[src/rtl/lift_pkg.sv]
// Shared types and floor helpers for the three-floor lift controller.
package lift_pkg;

   localparam int N_FLOOR = 3;

   localparam logic [1:0] FLOOR_NONE = 2'd0;
   localparam logic [1:0] FLOOR_BOT  = 2'd1;
   localparam logic [1:0] FLOOR_TOP  = 2'd3;

   typedef enum logic [2:0] {
      ST_HOMING,
      ST_IDLE,
      ST_MOVE_UP,
      ST_MOVE_DOWN,
      ST_DOOR,
      ST_FAULT
   } lift_state_t;

   // One-hot bit for a floor number; unknown floor maps to no bit.
   function automatic logic [N_FLOOR-1:0] floor_mask(input logic [1:0] f);
      case (f)
         2'd1:    floor_mask = 3'b001;
         2'd2:    floor_mask = 3'b010;
         2'd3:    floor_mask = 3'b100;
         default: floor_mask = 3'b000;
      endcase
   endfunction

   // Floors strictly above the given floor.
   function automatic logic [N_FLOOR-1:0] above_mask(input logic [1:0] f);
      case (f)
         2'd1:    above_mask = 3'b110;
         2'd2:    above_mask = 3'b100;
         default: above_mask = 3'b000;
      endcase
   endfunction

   // Floors strictly below the given floor.
   function automatic logic [N_FLOOR-1:0] below_mask(input logic [1:0] f);
      case (f)
         2'd2:    below_mask = 3'b001;
         2'd3:    below_mask = 3'b011;
         default: below_mask = 3'b000;
      endcase
   endfunction

   // Floor number of a single-bit sensor vector.
   function automatic logic [1:0] mask_floor(input logic [N_FLOOR-1:0] m);
      case (m)
         3'b001:  mask_floor = 2'd1;
         3'b010:  mask_floor = 2'd2;
         3'b100:  mask_floor = 2'd3;
         default: mask_floor = FLOOR_NONE;
      endcase
   endfunction

endpackage

[src/rtl/lift_timer.sv]
// Loadable down-counter; done is high while the count sits at zero.
// Reset preloads the count so a freshly reset watchdog starts a full interval.
module lift_timer #(
   parameter int WIDTH = 16
) (
   input  logic             clk,
   input  logic             rst,
   input  logic             clear,
   input  logic             load,
   input  logic [WIDTH-1:0] load_value,
   output logic             done
);

   logic [WIDTH-1:0] count;

   // Clear beats load so a timer parked outside its state stays at zero.
   always_ff @(posedge clk) begin
      if (rst)
         count <= load_value;
      else if (clear)
         count <= '0;
      else if (load)
         count <= load_value;
      else if (count != '0)
         count <= count - WIDTH'(1);
   end

   assign done = (count == '0);

endmodule

[src/rtl/lift_ctrl.sv]
// Three-floor lift car controller: homing, call latching, travel, door dwell
// and a travel watchdog, all outputs registered from the next-state decode.
module lift_ctrl
   import lift_pkg::*;
#(
   parameter int DOOR_CYCLES  = 1000,
   parameter int MOVE_TIMEOUT = 50000
) (
   input  logic       clk,
   input  logic       rst,
   input  logic [2:0] arrive,
   input  logic [2:0] leave,
   input  logic [2:0] call,
   output logic [2:0] call_pending,
   output logic [1:0] floor,
   output logic       motor_up,
   output logic       motor_down,
   output logic       door_open,
   output logic       fault
);

   localparam int DOOR_W = $clog2(DOOR_CYCLES);
   localparam int WD_W   = $clog2(MOVE_TIMEOUT);

   lift_state_t state, next_state;
   logic [1:0]  next_floor;
   logic [2:0]  pend_next;
   logic        dir_up;

   logic [2:0]  call_eff;
   logic [2:0]  pend_in;
   logic [2:0]  clear_mask;
   logic [1:0]  up_floor;
   logic [1:0]  dn_floor;
   logic        arr_multi;
   logic        pulse;

   logic        door_load;
   logic        door_done;
   logic        wd_load;
   logic        wd_clear;
   logic        wd_done;

   // Next state, next floor and next call lamps from the current state and inputs.
   always_comb begin
      next_state = state;
      next_floor = floor;
      clear_mask = 3'b000;
      arr_multi  = ((arrive & (arrive - 3'd1)) != 3'd0);
      pulse      = (|arrive) | (|leave);
      up_floor   = floor + 2'd1;
      dn_floor   = floor - 2'd1;
      call_eff   = call;
      if (state == ST_IDLE || state == ST_DOOR)
         call_eff = call & ~floor_mask(floor);
      pend_in = call_pending | call_eff;

      case (state)
         ST_HOMING: begin
            if (arr_multi)
               next_state = ST_FAULT;
            else if (|arrive) begin
               next_floor = mask_floor(arrive);
               next_state = ST_DOOR;
            end else if (wd_done && !pulse)
               next_state = ST_FAULT;
         end
         ST_IDLE: begin
            if (pulse)
               next_state = ST_FAULT;
            else if (|(call_pending & floor_mask(floor)))
               next_state = ST_DOOR;
            else if (|(call_pending & above_mask(floor)) &&
                     (dir_up || !(|(call_pending & below_mask(floor)))))
               next_state = ST_MOVE_UP;
            else if (|(call_pending & below_mask(floor)))
               next_state = ST_MOVE_DOWN;
         end
         ST_MOVE_UP: begin
            if (arr_multi || (|(arrive & ~floor_mask(up_floor))) ||
                (|(leave & ~floor_mask(floor))))
               next_state = ST_FAULT;
            else if (|arrive) begin
               next_floor = up_floor;
               if ((|(pend_in & floor_mask(up_floor))) || up_floor == FLOOR_TOP)
                  next_state = ST_DOOR;
            end else if (wd_done && !pulse)
               next_state = ST_FAULT;
         end
         ST_MOVE_DOWN: begin
            if (arr_multi || (|(arrive & ~floor_mask(dn_floor))) ||
                (|(leave & ~floor_mask(floor))))
               next_state = ST_FAULT;
            else if (|arrive) begin
               next_floor = dn_floor;
               if ((|(pend_in & floor_mask(dn_floor))) || dn_floor == FLOOR_BOT)
                  next_state = ST_DOOR;
            end else if (wd_done && !pulse)
               next_state = ST_FAULT;
         end
         ST_DOOR: begin
            if (pulse)
               next_state = ST_FAULT;
            else if (door_done)
               next_state = ST_IDLE;
         end
         ST_FAULT: next_state = ST_FAULT;
         default:  next_state = ST_FAULT;
      endcase

      if (next_state == ST_DOOR && state != ST_DOOR)
         clear_mask = floor_mask(next_floor);
      pend_next = pend_in & ~clear_mask;
   end

   assign door_load = (next_state == ST_DOOR) && (state != ST_DOOR);
   assign wd_load   = (next_state != state) || pulse;
   assign wd_clear  = !(next_state == ST_HOMING || next_state == ST_MOVE_UP ||
                        next_state == ST_MOVE_DOWN);

   lift_timer #(.WIDTH(DOOR_W)) u_door_timer (
      .clk        (clk),
      .rst        (rst),
      .clear      (1'b0),
      .load       (door_load),
      .load_value (DOOR_W'(DOOR_CYCLES - 1)),
      .done       (door_done)
   );

   lift_timer #(.WIDTH(WD_W)) u_watchdog (
      .clk        (clk),
      .rst        (rst),
      .clear      (wd_clear),
      .load       (wd_load),
      .load_value (WD_W'(MOVE_TIMEOUT - 1)),
      .done       (wd_done)
   );

   // State register with outputs decoded from the next state so they are registered.
   always_ff @(posedge clk) begin
      if (rst) begin
         state        <= ST_HOMING;
         floor        <= FLOOR_NONE;
         call_pending <= 3'b000;
         dir_up       <= 1'b1;
         motor_up     <= 1'b0;
         motor_down   <= 1'b0;
         door_open    <= 1'b0;
         fault        <= 1'b0;
      end else begin
         state        <= next_state;
         floor        <= next_floor;
         call_pending <= pend_next;
         if (next_state == ST_MOVE_UP)
            dir_up <= 1'b1;
         else if (next_state == ST_MOVE_DOWN)
            dir_up <= 1'b0;
         motor_up     <= (next_state == ST_MOVE_UP);
         motor_down   <= (next_state == ST_MOVE_DOWN) || (next_state == ST_HOMING);
         door_open    <= (next_state == ST_DOOR);
         fault        <= (next_state == ST_FAULT);
      end
   end

endmodule

[config.mk]
export PLATFORM = sky130hd
export DESIGN_NAME = lift_ctrl
export DESIGN_NICKNAME = d
export VERILOG_FILES = /design/src/rtl/lift_pkg.sv /design/src/rtl/lift_timer.sv /design/src/rtl/lift_ctrl.sv
export SDC_FILE = /design/constraint.sdc
export NUM_CORES = 1
export LEC_CHECK = 0
export BUFFER_PORTS_ARGS = -buffer_cell sky130_fd_sc_hd__buf_4
export CAP_MARGIN = 20
export CELL_PAD_IN_SITES_DETAIL_PLACEMENT = 1
export CELL_PAD_IN_SITES_GLOBAL_PLACEMENT = 1
export CORE_UTILIZATION = 35
export CTS_CLUSTER_DIAMETER = 200
export DETAILED_ROUTE_END_ITERATION = 10
export GPL_TIMING_DRIVEN = 0
export PLACE_DENSITY = 0.74
export SYNTH_ARGS = -nofsm -noshare
export SYNTH_HDL_FRONTEND = slang
export SYNTH_SLANG_ARGS = --single-unit
[constraint.sdc]
create_clock -name clk -period 3.6 [get_ports clk]
set_input_delay 0.72 -clock clk [delete_from_list [all_inputs] [get_ports clk]]
set_output_delay 0.72 -clock clk [all_outputs]
set_load 0.02 [all_outputs]
==> reports/qor.json <==
{
  "cts_bufs_inserted": {"value": 5},
  "fin_setup_tns": {"value": 0, "unit": "ns"},
  "drt_iter0_markers": {"value": 116},
  "postSynthNetCount": {"value": 337},
  "outcome": {"value": "finished clean"},
  "gpl.final_weighted_congestion": {"value": 0.895},
  "synthesis.yosys.warnings": {"value": 0},
  "max_slew.worst_pin.slew": {"value": 0.873, "unit": "ns"},
  "crit_arrival": {"value": 3.51, "unit": "ns"},
  "worstRegToRegCells": {"value": 10},
  "final_cell_mix": {"value": "dfxtp_1, nor2_1, buf_4"},
  "antenna_cells": {"value": 0},
  "netlist_area_pre_place": {"value": 2610, "unit": "um2"},
  "dr_total_vias": {"value": 2527},
  "post_synth_inst_count": {"value": 315},
  "ys_seq_elements": {"value": 39},
  "grt_max_degree": {"value": 13},
  "finalNonFillerCells": {"value": 442},
  "synth_largest_type_area_fraction": {"value": 30.0, "unit": "%"},
  "seq_power_share": {"value": 40.8, "unit": "%"},
  "synthToLayoutAreaGrowth": {"value": 15.9, "unit": "%"},
  "synth_largest_area_cell": {"value": "dfxtp_1"},
  "cts_max_path_buffers": {"value": 2},
  "fin_crit_sh": {"value": 92.9, "unit": "%"},
  "path_class": {"value": "reg -> reg"},
  "die_area": {"value": 7800, "unit": "um2"},
  "cap_viol_max_count": {"value": 0},
  "synth.lib_cells_used.distinct": {"value": 68},
  "irDropWorstVdd": {"value": 0.000271, "unit": "V"},
  "grt_antenna_before_repair": {"value": 0},
  "multi_input_comb_area": {"value": 1720, "unit": "um2"},
  "clk_pin_slew_worst_paths": {"value": 0.08, "unit": "ns"},
  "worst-endpoint-required": {"value": 3.76, "unit": "ns"},
  "num_io_pins": {"value": 20},
  "drc_markers": {"value": 0},
  "place.port_buffers": {"value": 17},
  "slew-limit-headroom": {"value": 41.3, "unit": "%"},
  "synth_flop_cell": {"value": "dfxtp_1"},
  "post-route-util": {"value": 41.9, "unit": "%"},
  "maxClockFrequency": {"value": 0.299, "unit": "GHz"},
  "worst_setup_path_start_kind": {"value": "flop"},
  "cellPowerDensity": {"value": 403, "unit": "nW/um2"},
  "power.leakage": {"value": 1.13, "unit": "nW"},
  "critPathMaxFanout": {"value": 10},
  "dp.final_hpwl": {"value": 5580, "unit": "um"},
  "clock_power_share": {"value": 31.6, "unit": "%"},
  "cell_count_after_placement": {"value": 431},
  "worstReg2RegStart": {"value": "floor[1]$_SDFF_PP0_"},
  "core-area": {"value": 7210, "unit": "um2"},
  "cts-root-buf": {"value": "clkbuf_8"},
  "std_cell_rows": {"value": 31},
  "synth_enable_flop_cells": {"value": 0},
  "ys_async_sr_fraction": {"value": 0, "unit": "%"},
  "critPathLaunch": {"value": "floor[1]$_SDFF_PP0_"},
  "die_x": {"value": 88.3, "unit": "um"},
  "timing.final.setup_violations": {"value": 0},
  "totalWireLength": {"value": 7480, "unit": "um"},
  "cts.sinks": {"value": 39},
  "finClkSkew": {"value": 0.00857, "unit": "ns"},
  "final-seq-area": {"value": 782, "unit": "um2"},
  "synth.top_cells.by_area": {"value": "dfxtp_1, nor2_1, ha_1, xnor2_1, a2bb2oi_1"},
  "layout-drive-gt1-share": {"value": 16.3, "unit": "%"},
  "timing.hold.worst.start": {"value": "dir_up$_SDFFE_PP1P_"},
  "vias_per_cell": {"value": 5.72},
  "power_switching_share": {"value": 32.6, "unit": "%"},
  "grtUsageTotal": {"value": 20.5, "unit": "%"},
  "fillerInstances": {"value": 893},
  "final_common_cell": {"value": "dfxtp_1"},
  "finish.net_count": {"value": 364},
  "syn_area_per_cell": {"value": 8.27, "unit": "um2"},
  "gr-total-overflow": {"value": 0},
  "worstSetupEndpointType": {"value": "flop"},
  "routed_wire_length_per_instance": {"value": 16.9, "unit": "um"},
  "timing.hold.worst.class": {"value": "reg -> reg"},
  "whs_path_depth": {"value": 1},
  "worstSkewPairLatency": {"value": 0.30, "unit": "ns"},
  "grt_pass1_wl": {"value": 12400, "unit": "um"},
  "drt_pre_antenna_iters": {"value": 4},
  "rsz0062_at_grt": {"value": "false"},
  "dpl_cell_area": {"value": 2860, "unit": "um2"},
  "clock_tree_from_tritoncts": {"value": "done"},
  "stdcell_area": {"value": 3020, "unit": "um2"},
  "die-height": {"value": 88.3, "unit": "um"},
  "post-route-min-period": {"value": 3.34, "unit": "ns"},
  "detail-route-antenna-nets": {"value": 0},
  "number_of_failing_hold_endpoints_at_the_final_stage": {"value": 0},
  "seq_area_frac_synth": {"value": 30.0, "unit": "%"},
  "clock_tree.htree_level_count": {"value": 2},
  "p_comb_share": {"value": 27.6, "unit": "%"},
  "final_max_slew_viol_count": {"value": 0},
  "vias_in_the_first_global_route": {"value": 2488},
  "internal_power": {"value": 822, "unit": "uW"},
  "p_sw": {"value": 397, "unit": "uW"},
  "starting_density": {"value": 36.1, "unit": "%"}
}
## final cells by class
type / count / area share (%)
sequential: 39 / 25.9
clock inverter: 2 / 1.16
multi-input combinational: 248 / 57.0
tap: 99 / 4.10
timing repair buffer: 20 / 4.97
clock buffer: 6 / 2.73
buffer: 13 / 2.28
inverter: 15 / 1.86
## registers in the layout, indices dropped and copies added (netlist names)
| name | count |
|---|---|
| floor | 2 |
| u_door_timer.count | 10 |
| motor_down | 1 |
| call_pending | 3 |
| door_open | 1 |
| fault | 1 |
| motor_up | 1 |
| u_watchdog.count | 16 |
| dir_up | 1 |
| state | 3 |
## metal layers
| metal | GRT usage [%] | part of all wire [%] | up-vias |
|---|---|---|---|
| li1 | - | - | 1221 |
| met1 | 27.4 | 47 | 1237 |
| met2 | 33.8 | 46 | 59 |
| met3 | 2.80 | 4.5 | 10 |
| met4 | 7.18 | 1.7 | 0 |
| met5 | 0 | 0 | - |
## critical path, cell delays in order, from the launching register on
cell and delay, ns:
dfxtp_1 0.52, inv_1 0.20, ha_1 0.37, a22oi_1 0.10, and3_1 0.21, a2111oi_2 0.38, o22ai_1 0.19, or3_1 0.36
a2111o_1 0.54, buf_6 0.20, a2bb2oi_1 0.14
## cell families after synthesis
| kind of cell | synth area share, % |
|---|---|
| AND/OR/NAND/NOR | 28.8 |
| AO/OA/AOI/OAI | 22.5 |
| flip-flops | 30.0 |
| buffers and inverters | 4.80 |
| XOR/XNOR | 7.39 |
| adder cells (fa/ha/maj) | 5.28 |
| multiplexers | 1.25 |
## what timing repair did
action / CTS / global route
buffers inserted: 0 / 3
endpoints found under the hold margin: 0 / 0
setup endpoints to repair: 0 / 26
resized for setup: 0 / 6
hold buffers: 0 / 0
## worst paths after layout
check        slack [ns]                          endpoint
max                0.26  u_watchdog.count[9]$_SDFFE_PP1P_
min                0.49               dir_up$_SDFFE_PP1P_
max reg2reg        0.26  u_watchdog.count[9]$_SDFFE_PP1P_
min reg2reg        0.49               dir_up$_SDFFE_PP1P_
## through the flow
stage	power [mW]	hold slack [ns]	setup WS, ns
2_1_floorplan	0.728	0.436	0.451
3_3_place_gp	0.816	0.449	0.130
6_report	1.22	0.489	0.257
3_5_place_dp	0.825	0.476	0.104
5_1_grt	1.28	0.523	0.0252
4_1_cts	1.22	0.494	0.0543
## synth_stat cells (2+ instances only)
master	n
or4_1	2
inv_1	14
a2111o_1	2
xnor2_1	15
and2_1	3
nand4_1	5
nand2b_1	2
o31ai_1	2
o2111ai_1	2
nor4b_1	3
a31oi_1	4
nor4_1	6
xor2_1	7
clkbuf_1	6
nor3_2	8
nand3_1	12
o21ai_0	11
a211o_1	4
nand2_1	13
a2bb2oi_1	10
nor3b_1	6
dfxtp_1	39
nor2_1	37
a211oi_1	3
nor2b_1	4
or3_1	3
buf_4	2
buf_2	4
o41ai_1	2
a21oi_1	15
a22oi_1	4
and3_1	4
a21o_1	2
nor3_1	15
ha_1	11
## power groups by stage
stage                     logic (mW)  registers, mW  clock network (mW)
final                          0.336          0.497               0.385
after global routing           0.371          0.502               0.412
after CTS                      0.323          0.497               0.397
after detailed placement       0.320          0.505                   0
after global placement         0.313          0.504                   0
after floorplan                0.219          0.508                   0
No activity file was read; power rests on OpenSTA's default activity.
